$ cat src/rtl/exc_pkg.sv
// rtl/exc_pkg.sv - shared constants, cause encodings and state type for the exception sequencer
package exc_pkg;

    localparam int NIRQ = 4;

    localparam logic [31:0] EXC_VEC_IRQ   = 32'h8000_0004;
    localparam logic [31:0] EXC_VEC_UNDEF = 32'h8000_0008;

    localparam logic [2:0] CAUSE_UNDEF = 3'b100;

    typedef enum logic [1:0] {
        ST_RUN,
        ST_KERNEL,
        ST_RETURN,
        ST_HALT
    } exc_state_t;

    function automatic logic [2:0] irq_cause(input logic [1:0] idx);
        return {1'b0, idx};
    endfunction

endpackage

$ cat src/rtl/exc_sequencer_if.sv
// rtl/exc_sequencer_if.sv - decode-stage control and redirect bundle between pipeline and sequencer
interface exc_sequencer_if;
    import exc_pkg::*;

    logic        id_valid;
    logic [31:0] id_pc;
    logic        id_undef;
    logic        id_eret;
    logic        stall;
    logic        ex_redirect;

    logic        exc_take;
    logic [31:0] exc_vector;
    logic        eret_take;
    logic [31:0] epc;
    logic [2:0]  cause;
    logic        ker;
    logic        halt;

    modport master (
        output id_valid, id_pc, id_undef, id_eret, stall, ex_redirect,
        input  exc_take, exc_vector, eret_take, epc, cause, ker, halt
    );

    modport slave (
        input  id_valid, id_pc, id_undef, id_eret, stall, ex_redirect,
        output exc_take, exc_vector, eret_take, epc, cause, ker, halt
    );

endinterface

$ cat src/rtl/irq_pend_latch.sv
// rtl/irq_pend_latch.sv - IRQ edge detect, pending bits with per-line clear, fixed-priority pick
module irq_pend_latch
    import exc_pkg::*;
(
    input  logic            clk,
    input  logic            reset,
    input  logic [NIRQ-1:0] irq_line,
    input  logic [NIRQ-1:0] mask,
    input  logic            clr_en,
    input  logic [1:0]      clr_idx,
    output logic [NIRQ-1:0] pend,
    output logic            req_valid,
    output logic [1:0]      req_idx
);

    logic [NIRQ-1:0] irq_q;
    logic [NIRQ-1:0] rise;
    logic [NIRQ-1:0] clr_vec;
    logic [NIRQ-1:0] elig;

    always_comb begin
        rise    = irq_line & ~irq_q;
        clr_vec = '0;
        if (clr_en) begin
            clr_vec[clr_idx] = 1'b1;
        end
        elig = pend & mask;
    end

    // A fresh edge on the line being cleared wins, so the request is not lost.
    always_ff @(posedge clk) begin
        if (!reset) begin
            irq_q <= '0;
            pend  <= '0;
        end else begin
            irq_q <= irq_line;
            pend  <= (pend & ~clr_vec) | rise;
        end
    end

    always_comb begin
        req_valid = 1'b0;
        req_idx   = 2'd0;
        for (int i = NIRQ - 1; i >= 0; i--) begin
            if (elig[i]) begin
                req_valid = 1'b1;
                req_idx   = 2'(i);
            end
        end
    end

endmodule

$ cat src/rtl/exc_sequencer.sv
// rtl/exc_sequencer.sv - exception/interrupt sequencer for the decode stage; EXC_IRQ_MASK_EN enables the IRQ mask register
module exc_sequencer
    import exc_pkg::*;
(
    input  logic                  clk,
    input  logic                  reset,
    input  logic [NIRQ-1:0]       irq_line,
    input  logic                  mask_we,
    input  logic [NIRQ-1:0]       mask_wdata,
    exc_sequencer_if.slave        bus
);

    exc_state_t      state;
    logic [NIRQ-1:0] mask;
    logic [NIRQ-1:0] pend;
    logic            req_valid;
    logic [1:0]      req_idx;
    logic            gate;
    logic            take_undef;
    logic            take_irq;
    logic            exc_take;
    logic            eret_take;
    logic            halt_go;
    logic [31:0]     epc_q;
    logic [2:0]      cause_q;
    logic            ker_q;
    logic            halt_q;

`ifdef EXC_IRQ_MASK_EN
    always_ff @(posedge clk) begin
        if (!reset) begin
            mask <= 4'hF;
        end else if (mask_we) begin
            mask <= mask_wdata;
        end
    end
`else
    logic unused_mask;
    assign mask        = 4'hF;
    assign unused_mask = ^{mask_we, mask_wdata};
`endif

    irq_pend_latch u_pend (
        .clk       (clk),
        .reset     (reset),
        .irq_line  (irq_line),
        .mask      (mask),
        .clr_en    (take_irq),
        .clr_idx   (req_idx),
        .pend      (pend),
        .req_valid (req_valid),
        .req_idx   (req_idx)
    );

    always_comb begin
        gate       = bus.id_valid & ~bus.stall & ~bus.ex_redirect;
        take_undef = (state == ST_RUN) & gate & bus.id_undef;
        take_irq   = (state == ST_RUN) & gate & ~bus.id_undef & req_valid;
        exc_take   = take_undef | take_irq;
        halt_go    = (state == ST_KERNEL) & gate & bus.id_undef;
        eret_take  = (state == ST_KERNEL) & gate & bus.id_eret & ~bus.id_undef;
    end

    always_ff @(posedge clk) begin
        if (!reset) begin
            state   <= ST_RUN;
            epc_q   <= '0;
            cause_q <= '0;
            ker_q   <= 1'b0;
            halt_q  <= 1'b0;
        end else begin
            case (state)
                ST_RUN: begin
                    if (exc_take) begin
                        epc_q   <= bus.id_pc;
                        cause_q <= take_undef ? CAUSE_UNDEF : irq_cause(req_idx);
                        ker_q   <= 1'b1;
                        state   <= ST_KERNEL;
                    end
                end
                ST_KERNEL: begin
                    if (halt_go) begin
                        halt_q <= 1'b1;
                        state  <= ST_HALT;
                    end else if (eret_take) begin
                        ker_q <= 1'b0;
                        state <= ST_RETURN;
                    end
                end
                // One dead cycle so the returning instruction reaches ID first.
                ST_RETURN: state <= ST_RUN;
                default:   state <= ST_HALT;
            endcase
        end
    end

    assign bus.exc_take   = exc_take;
    assign bus.exc_vector = take_undef ? EXC_VEC_UNDEF : EXC_VEC_IRQ;
    assign bus.eret_take  = eret_take;
    assign bus.epc        = epc_q;
    assign bus.cause      = cause_q;
    assign bus.ker        = ker_q;
    assign bus.halt       = halt_q;

endmodule
$ cat src/flat_wrapper.sv
// flat-port wrapper written by rule: the top's interface ports become plain ports
module exc_sequencer_flat import exc_pkg::*;
  (clk, reset, irq_line, mask_we, mask_wdata, bus_id_valid, bus_id_pc, bus_id_undef, bus_id_eret, bus_stall, bus_ex_redirect, bus_exc_take, bus_exc_vector, bus_eret_take, bus_epc, bus_cause, bus_ker, bus_halt);
  exc_sequencer_if bus_i ();
  input  logic clk;
  input  logic reset;
  input  logic [NIRQ-1:0] irq_line;
  input  logic mask_we;
  input  logic [NIRQ-1:0] mask_wdata;
  input wire logic [$bits(bus_i.id_valid)-1:0] bus_id_valid;
  input wire logic [$bits(bus_i.id_pc)-1:0] bus_id_pc;
  input wire logic [$bits(bus_i.id_undef)-1:0] bus_id_undef;
  input wire logic [$bits(bus_i.id_eret)-1:0] bus_id_eret;
  input wire logic [$bits(bus_i.stall)-1:0] bus_stall;
  input wire logic [$bits(bus_i.ex_redirect)-1:0] bus_ex_redirect;
  output wire logic [$bits(bus_i.exc_take)-1:0] bus_exc_take;
  output wire logic [$bits(bus_i.exc_vector)-1:0] bus_exc_vector;
  output wire logic [$bits(bus_i.eret_take)-1:0] bus_eret_take;
  output wire logic [$bits(bus_i.epc)-1:0] bus_epc;
  output wire logic [$bits(bus_i.cause)-1:0] bus_cause;
  output wire logic [$bits(bus_i.ker)-1:0] bus_ker;
  output wire logic [$bits(bus_i.halt)-1:0] bus_halt;
  assign bus_i.id_valid = bus_id_valid;
  assign bus_i.id_pc = bus_id_pc;
  assign bus_i.id_undef = bus_id_undef;
  assign bus_i.id_eret = bus_id_eret;
  assign bus_i.stall = bus_stall;
  assign bus_i.ex_redirect = bus_ex_redirect;
  assign bus_exc_take = bus_i.exc_take;
  assign bus_exc_vector = bus_i.exc_vector;
  assign bus_eret_take = bus_i.eret_take;
  assign bus_epc = bus_i.epc;
  assign bus_cause = bus_i.cause;
  assign bus_ker = bus_i.ker;
  assign bus_halt = bus_i.halt;
  exc_sequencer u_core (.clk(clk), .reset(reset), .irq_line(irq_line), .mask_we(mask_we), .mask_wdata(mask_wdata), .bus(bus_i));
endmodule
$ cat config.mk
export PLATFORM = sky130hd
export DESIGN_NAME = exc_sequencer_flat
export DESIGN_NICKNAME = d
export VERILOG_FILES = /design/src/rtl/exc_pkg.sv /design/src/rtl/exc_sequencer_if.sv /design/src/rtl/irq_pend_latch.sv /design/src/rtl/exc_sequencer.sv /design/src/flat_wrapper.sv
export SDC_FILE = /design/constraint.sdc
export NUM_CORES = 1
export LEC_CHECK = 0
export ABC_AREA = 0
export CORE_ASPECT_RATIO = 0.75
export CORE_MARGIN = 8
export CORE_UTILIZATION = 40
export CTS_BUF_LIST = sky130_fd_sc_hd__clkbuf_2 sky130_fd_sc_hd__clkbuf_4 sky130_fd_sc_hd__clkbuf_8
export CTS_CLUSTER_DIAMETER = 120
export DETAILED_ROUTE_END_ITERATION = 12
export GPL_TIMING_DRIVEN = 0
export PLACE_DENSITY_LB_ADDON = 0.25
export SETUP_SLACK_MARGIN = 0.02
export SLEW_MARGIN = 20
export SYNTH_ARGS = -nofsm -noshare
export SYNTH_HDL_FRONTEND = slang
export SYNTH_HIERARCHICAL = 1
export SYNTH_SLANG_ARGS = --single-unit
$ cat constraint.sdc
create_clock -name clk -period 2.2 [get_ports clk]
set_input_delay 0.33 -clock clk [delete_from_list [all_inputs] [get_ports clk]]
set_output_delay 0.33 -clock clk [all_outputs]
set_load 0.02 [all_outputs]
==> run metrics, run 1 <==
I/O pin count 119; unrepaired setup endpoints after global routing false; Die Area 8130 sq um; count of pins over their slew limit 0; achievable frequency 472 MHz; Via density 4.29; Post-synth EDFFs 0; top-count cell post-synth nand2_1; worst skew pair latency 300 ps; Crit Path Class reg2out; Root Driver clkbuf_8; CTS H-Tree Depth 2; Num CTS Buffers 5; first-pass GRT wire length 9250 um; commonest cells in the synthesized netlist nand2_1 (72), dfxtp_1 (47), mux2i_1 (32); Final period util 96.2%; Critical Path Stages 5; sequential fraction of the synthesis area 42.9%; number of distinct library cells after synthesis 38; Pleak 0.00144 uW; Final ANT Viol Nets 0; DR pass1 iterations 4; top cell type's share of synthesized area 42.9%; Placed Cells incl. Taps 436; Total GRT Usage 14.2%; NumNets Final 419; ys flop type dfxtp_1; Final Non-Filler Cells 447; hold path depth 2; DRC 0; DR WL/cell 13.2 um; clock transition at the registers of the reported paths 80 ps; crit-path max FO 10; Overflow after GRT 0; Syn Inst Count 242; via count 1919; largest net degree at the start of global routing 15; row count 23; Critical Path, Cell by Cell or4b_4 -> nor3_4 -> buf_6 -> buf_12 -> buf_4; fin crit period 2120 ps; slowest CP cell or4b_4; Hold-fix buffers, CTS 0; post-synthesis register bit count 47; delay-heaviest family, CP simple AND/OR/NAND/NOR gates; final setup fails 0; critical path arrival 1790 ps; ANT cells 0; initial DRC count 34; WP data required 1870 ps; initial core utilization 41.2%; Layout Utilization 64.2%; WL final 5920 um; Mapped Area 2190 sq um; flop-to-flop setup slack 120 ps; Die Height 80.1 um; CP startpoint kind register; TritonCTS clock tree built; Synth area leader dfxtp_1; Async S/R FF share, synth 0%; # Max-Cap Violations 0; Syn-to-layout area delta 56.0%; Largest stage delay, worst path 600 ps; clock tree buffer depth 2; DIE WIDTH 101 um; Synth area leaders dfxtp_1 (43%), mux2i_1 (15%), nand2_1 (12%); Buffers on Ports 83; fraction of layout cells with a size suffix above 1 15.3%; RePlAce Congestion 0.766; vias in the first global route 1956; initial antenna violation count 0; critical path endpoint category output pin; core box area 5320 sq um; r2r worst-path depth 7; Fin. Hold Viols 0; clock sinks 47; worst IR drop on VDD 0.280 mV; mean post-synth cell area 9.06 sq um; PD cells 566 nW/um^2; Final Skew 5.59 ps; DP HPWL 4460 um; Crit path buffers/inverters 3; Hold Crit Class reg2reg; Synthesis Warnings 6; status completed
layer usage:
layer | routed length [um] | global-route usage, % | up-vias
met5 | 0 | 0 | -
met4 | 86 | 5.78 | 0
met3 | 627 | 6.22 | 7
met2 | 2740 | 23.2 | 77
met1 | 2470 | 15.9 | 854
li1 | - | - | 981
layout make-up:
| type | count | area [sq um] |
|---|---|---|
| Buffer | 43 | 334 |
| Clock buffer | 6 | 82.6 |
| Clock inverter | 2 | 35.0 |
| Fill cell | 453 | 1900 |
| Inverter | 3 | 11.3 |
| Multi-Input combinational cell | 185 | 1070 |
| Sequential cell | 47 | 941 |
| Tap cell | 75 | 93.8 |
| Timing Repair Buffer | 86 | 850 |
layout by cell type (no fill, tap or decap), types with 2 or more instances in the layout:
master and n:
conb_1 38, o22ai_1 2, inv_1 2, buf_12 3, o21ai_1 2, buf_4 36, and2_1 4, nor2b_1 6
clkbuf_8 6, dfxtp_1 47, nor2_1 2, clkdlybuf4s50_1 76, mux2i_1 32, nand2_1 72, nand2b_1 2, a21oi_1 2
dlymetal6s2s_1 3, clkbuf_1 8
path summary, 6_finish.rpt:
path                                                         end                       startpoint
worst max-delay path                                bus_exc_take     u_core/state[1]$_SDFFE_PN0P_
worst min-delay path             u_core/bus.epc[18]$_SDFFE_PN0P_  u_core/bus.epc[18]$_SDFFE_PN0P_
worst min register to register   u_core/bus.epc[18]$_SDFFE_PN0P_  u_core/bus.epc[18]$_SDFFE_PN0P_
worst max register to register  u_core/u_pend/pend[3]$_SDFF_PN0_     u_core/state[1]$_SDFFE_PN0P_
registers in the layout (all words and copies together) (netlist names):
signal and flops:
u_core/bus.cause 3, u_core/bus.epc 32, u_core/bus.halt 1, u_core/bus.ker 1, u_core/state 2, u_core/u_pend/irq_q 4
u_core/u_pend/pend 4
tightest hold or removal path, delay by kind of cell (launching register included):
kind	cells	cell delay (ps)
DFF	1	320
and+or+nand+nor	1	50
muxes	1	50
through the flow:
stage	cell area [sq um]	worst slack [ps]	power [uW]	hold WS, ps	setup TNS [ps]
detailed placement	3250	-642	1290	447	-2670
floorplan	2330	396	1140	452	0
finish	3420	83.0	1940	460	0
global placement	3250	-663	1280	441	-2600
CTS	3400	-87.3	1950	464	-136
global route	3420	5.85	2030	481	0
cell families (layout without fill, tap and decap cells):
family                 after synthesis  after routing  share of synthesized area (%)
and+or+nand+nor                     97             97                           20.4
other                                2             38                          0.343
AOI/OAI and AO/OA                   18             18                           5.94
buffers and inverters               46            140                           15.8
muxes                               32             32                           14.6
DFF                                 47             47                           42.9
power by group:
group          internal, uW  leakage (uW)  switching [uW]
sequential              881      0.000383            19.4
combinational           196       0.00100             185
clock                   368     0.0000612             287
total                  1450       0.00144             491
what timing repair did:
action | 4_1_cts | 5_1_grt
pin swaps | 2 | 2
endpoints found under the setup margin | 4 | 7
gates resized for setup | 19 | 7
setup buffers | 3 | 0
Note: power is estimated with default switching activity, not from simulation.
==> run 2: changes to the inputs <==
--- a/config.mk
+++ b/config.mk
@@ -13,6 +13,7 @@
 export CTS_CLUSTER_DIAMETER = 120
 export DETAILED_ROUTE_END_ITERATION = 12
 export GPL_TIMING_DRIVEN = 0
+export MAX_ROUTING_LAYER = met4
 export PLACE_DENSITY_LB_ADDON = 0.25
 export SETUP_SLACK_MARGIN = 0.02
 export SLEW_MARGIN = 20
==> run metrics, run 2 (same netlist as run 1, synthesis figures left out) <==
flop-to-flop setup slack 120 ps; final setup fails 0; Hold Crit Class reg2reg; initial core utilization 41.2%; initial DRC count 44; Root Driver clkbuf_8; worst IR drop on VDD 0.280 mV; DR pass1 iterations 4; RR Startpoint u_core/state[1]$_SDFFE_PN0P_; Final TNS setup 0 ps; Final ANT Viol Nets 0; min-delay src u_core/bus.epc[0]$_SDFFE_PN0P_; commonest non-fill, non-tap cell in the layout clkdlybuf4s50_1; DRC 0; Final period util 96.4%; PD cells 566 nW/um^2; unrepaired setup endpoints after global routing false; via count 1917; register area 941 sq um; Final Skew 5.35 ps; Die Area 8130 sq um; DP HPWL 4460 um; largest net degree at the start of global routing 15; clock tree buffer depth 2; DIE WIDTH 101 um; crit-path max FO 10; worst hold slack 461 ps; Hold Path End u_core/bus.epc[0]$_SDFFE_PN0P_; Die Height 80.1 um; Fin. Hold Viols 0; fin crit period 2120 ps; Fillers 453; RePlAce Congestion 0.776; Overflow after GRT 0; Buffers on Ports 83; initial antenna violation count 0; I/O pin count 119; clock transition at the registers of the reported paths 80 ps; r2r worst-path depth 7; cell area after layout 3420 sq um; Via density 4.29; placed instance area 3250 sq um; Num CTS Buffers 5; Largest stage delay, worst path 600 ps; row count 23; DR WL/cell 13.2 um; Critical Path, Cell by Cell or4b_4 -> nor3_4 -> buf_6 -> buf_12 -> buf_4; # Max-Cap Violations 0; critical path endpoint category output pin; hold path depth 2; vias in the first global route 1957; Total GRT Usage 14.6%; critical path arrival 1790 ps; ANT cells 0; clock sinks 47; core box area 5320 sq um; Layout Utilization 64.2%; Syn-to-layout area delta 56.0%; achievable frequency 472 MHz; max reg flops 32; Tot Pwr 1940 uW; CTS H-Tree Depth 2; Pleak 0.00144 uW; NumNets Final 419; count of pins over their slew limit 0; Crit Path Class reg2out; fraction of layout cells with a size suffix above 1 15.3%; WL final 5920 um; multi-input logic area 1070 sq um; worst skew pair latency 300 ps; WP data required 1870 ps; CP startpoint kind register; TritonCTS clock tree built; most frequent cells in the layout clkdlybuf4s50_1 (76), nand2_1 (72), dfxtp_1 (47); slowest CP cell or4b_4; reg-to-reg critical path endpoint u_core/u_pend/pend[3]$_SDFF_PN0_; first-pass GRT wire length 9250 um; status completed
-- run 2: metrics by stage --
stage,instances,setup WS (ps)
floorplan,278,396
global placement,436,-663
detailed placement,436,-642
CTS,447,-87.3
global route,447,5.84
finish,447,80.1
-- run 2: report_power, final --
part / leakage [uW] / total (uW) / internal (uW) / switching [uW]
Sequential: 0.000383 / 901 / 881 / 19.4
Clock: 0.0000612 / 656 / 368 / 288
Combinational: 0.00100 / 380 / 196 / 184
Total: 0.00144 / 1940 / 1450 / 492
-- run 2: metal layers --
metal,vias to the layer above,GRT usage (%),part of all wire (%)
li1,981,-,-
met1,844,16.6,43
met2,83,23.1,46
met3,9,5.09,9.5
met4,0,5.78,1.7
met5,-,-,0
-- run 2: final cells by class --
class | count | share of cell area (%)
Buffer | 43 | 9.77
Clock buffer | 6 | 2.41
Clock inverter | 2 | 1.02
Inverter | 3 | 0.329
Multi-Input combinational cell | 185 | 31.4
Sequential cell | 47 | 27.5
Tap cell | 75 | 2.74
Timing Repair Buffer | 86 | 24.8
-- run 2: what timing repair did --
action | 4_1_cts | 5_1_grt
buffers inserted | 3 | 0
cloned | 0 | 0
endpoints found under the setup margin | 4 | 7
pin swaps | 2 | 2
gates resized for setup | 19 | 7
hold buffers | 0 | 0
-- run 2: worst max path at each step --
stage | startpoint | slack, ps | endpoint
final | u_core/state[1]$_SDFFE_PN0P_ | 80 | bus_exc_take
after global routing | u_core/u_pend/pend[3]$_SDFF_PN0_ | 6 | bus_exc_take
after CTS | bus_stall | -90 | bus_exc_take
after detailed placement | bus_ex_redirect | -640 | bus_exc_take
after global placement | bus_ex_redirect | -660 | bus_exc_take
after floorplan | bus_ex_redirect | 400 | u_core/u_pend/pend[3]$_SDFF_PN0_
-- run 2: critical path: cells and delay by family (launching register included) --
kind                   cells  cell delay [ps]
flip-flops                 1              340
AND/OR/NAND/NOR            2              760
buffers and inverters      3              390
==> run 3: changes to the inputs <==
--- a/config.mk
+++ b/config.mk
@@ -13,6 +13,7 @@
 export CTS_CLUSTER_DIAMETER = 120
 export DETAILED_ROUTE_END_ITERATION = 12
 export GPL_TIMING_DRIVEN = 0
+export HOLD_SLACK_MARGIN = 0.08
 export MAX_ROUTING_LAYER = met4
 export PLACE_DENSITY_LB_ADDON = 0.25
 export SETUP_SLACK_MARGIN = 0.02
==> results of run 3 <==
The final DEF is identical to that of run 2; final timing and power are the same.
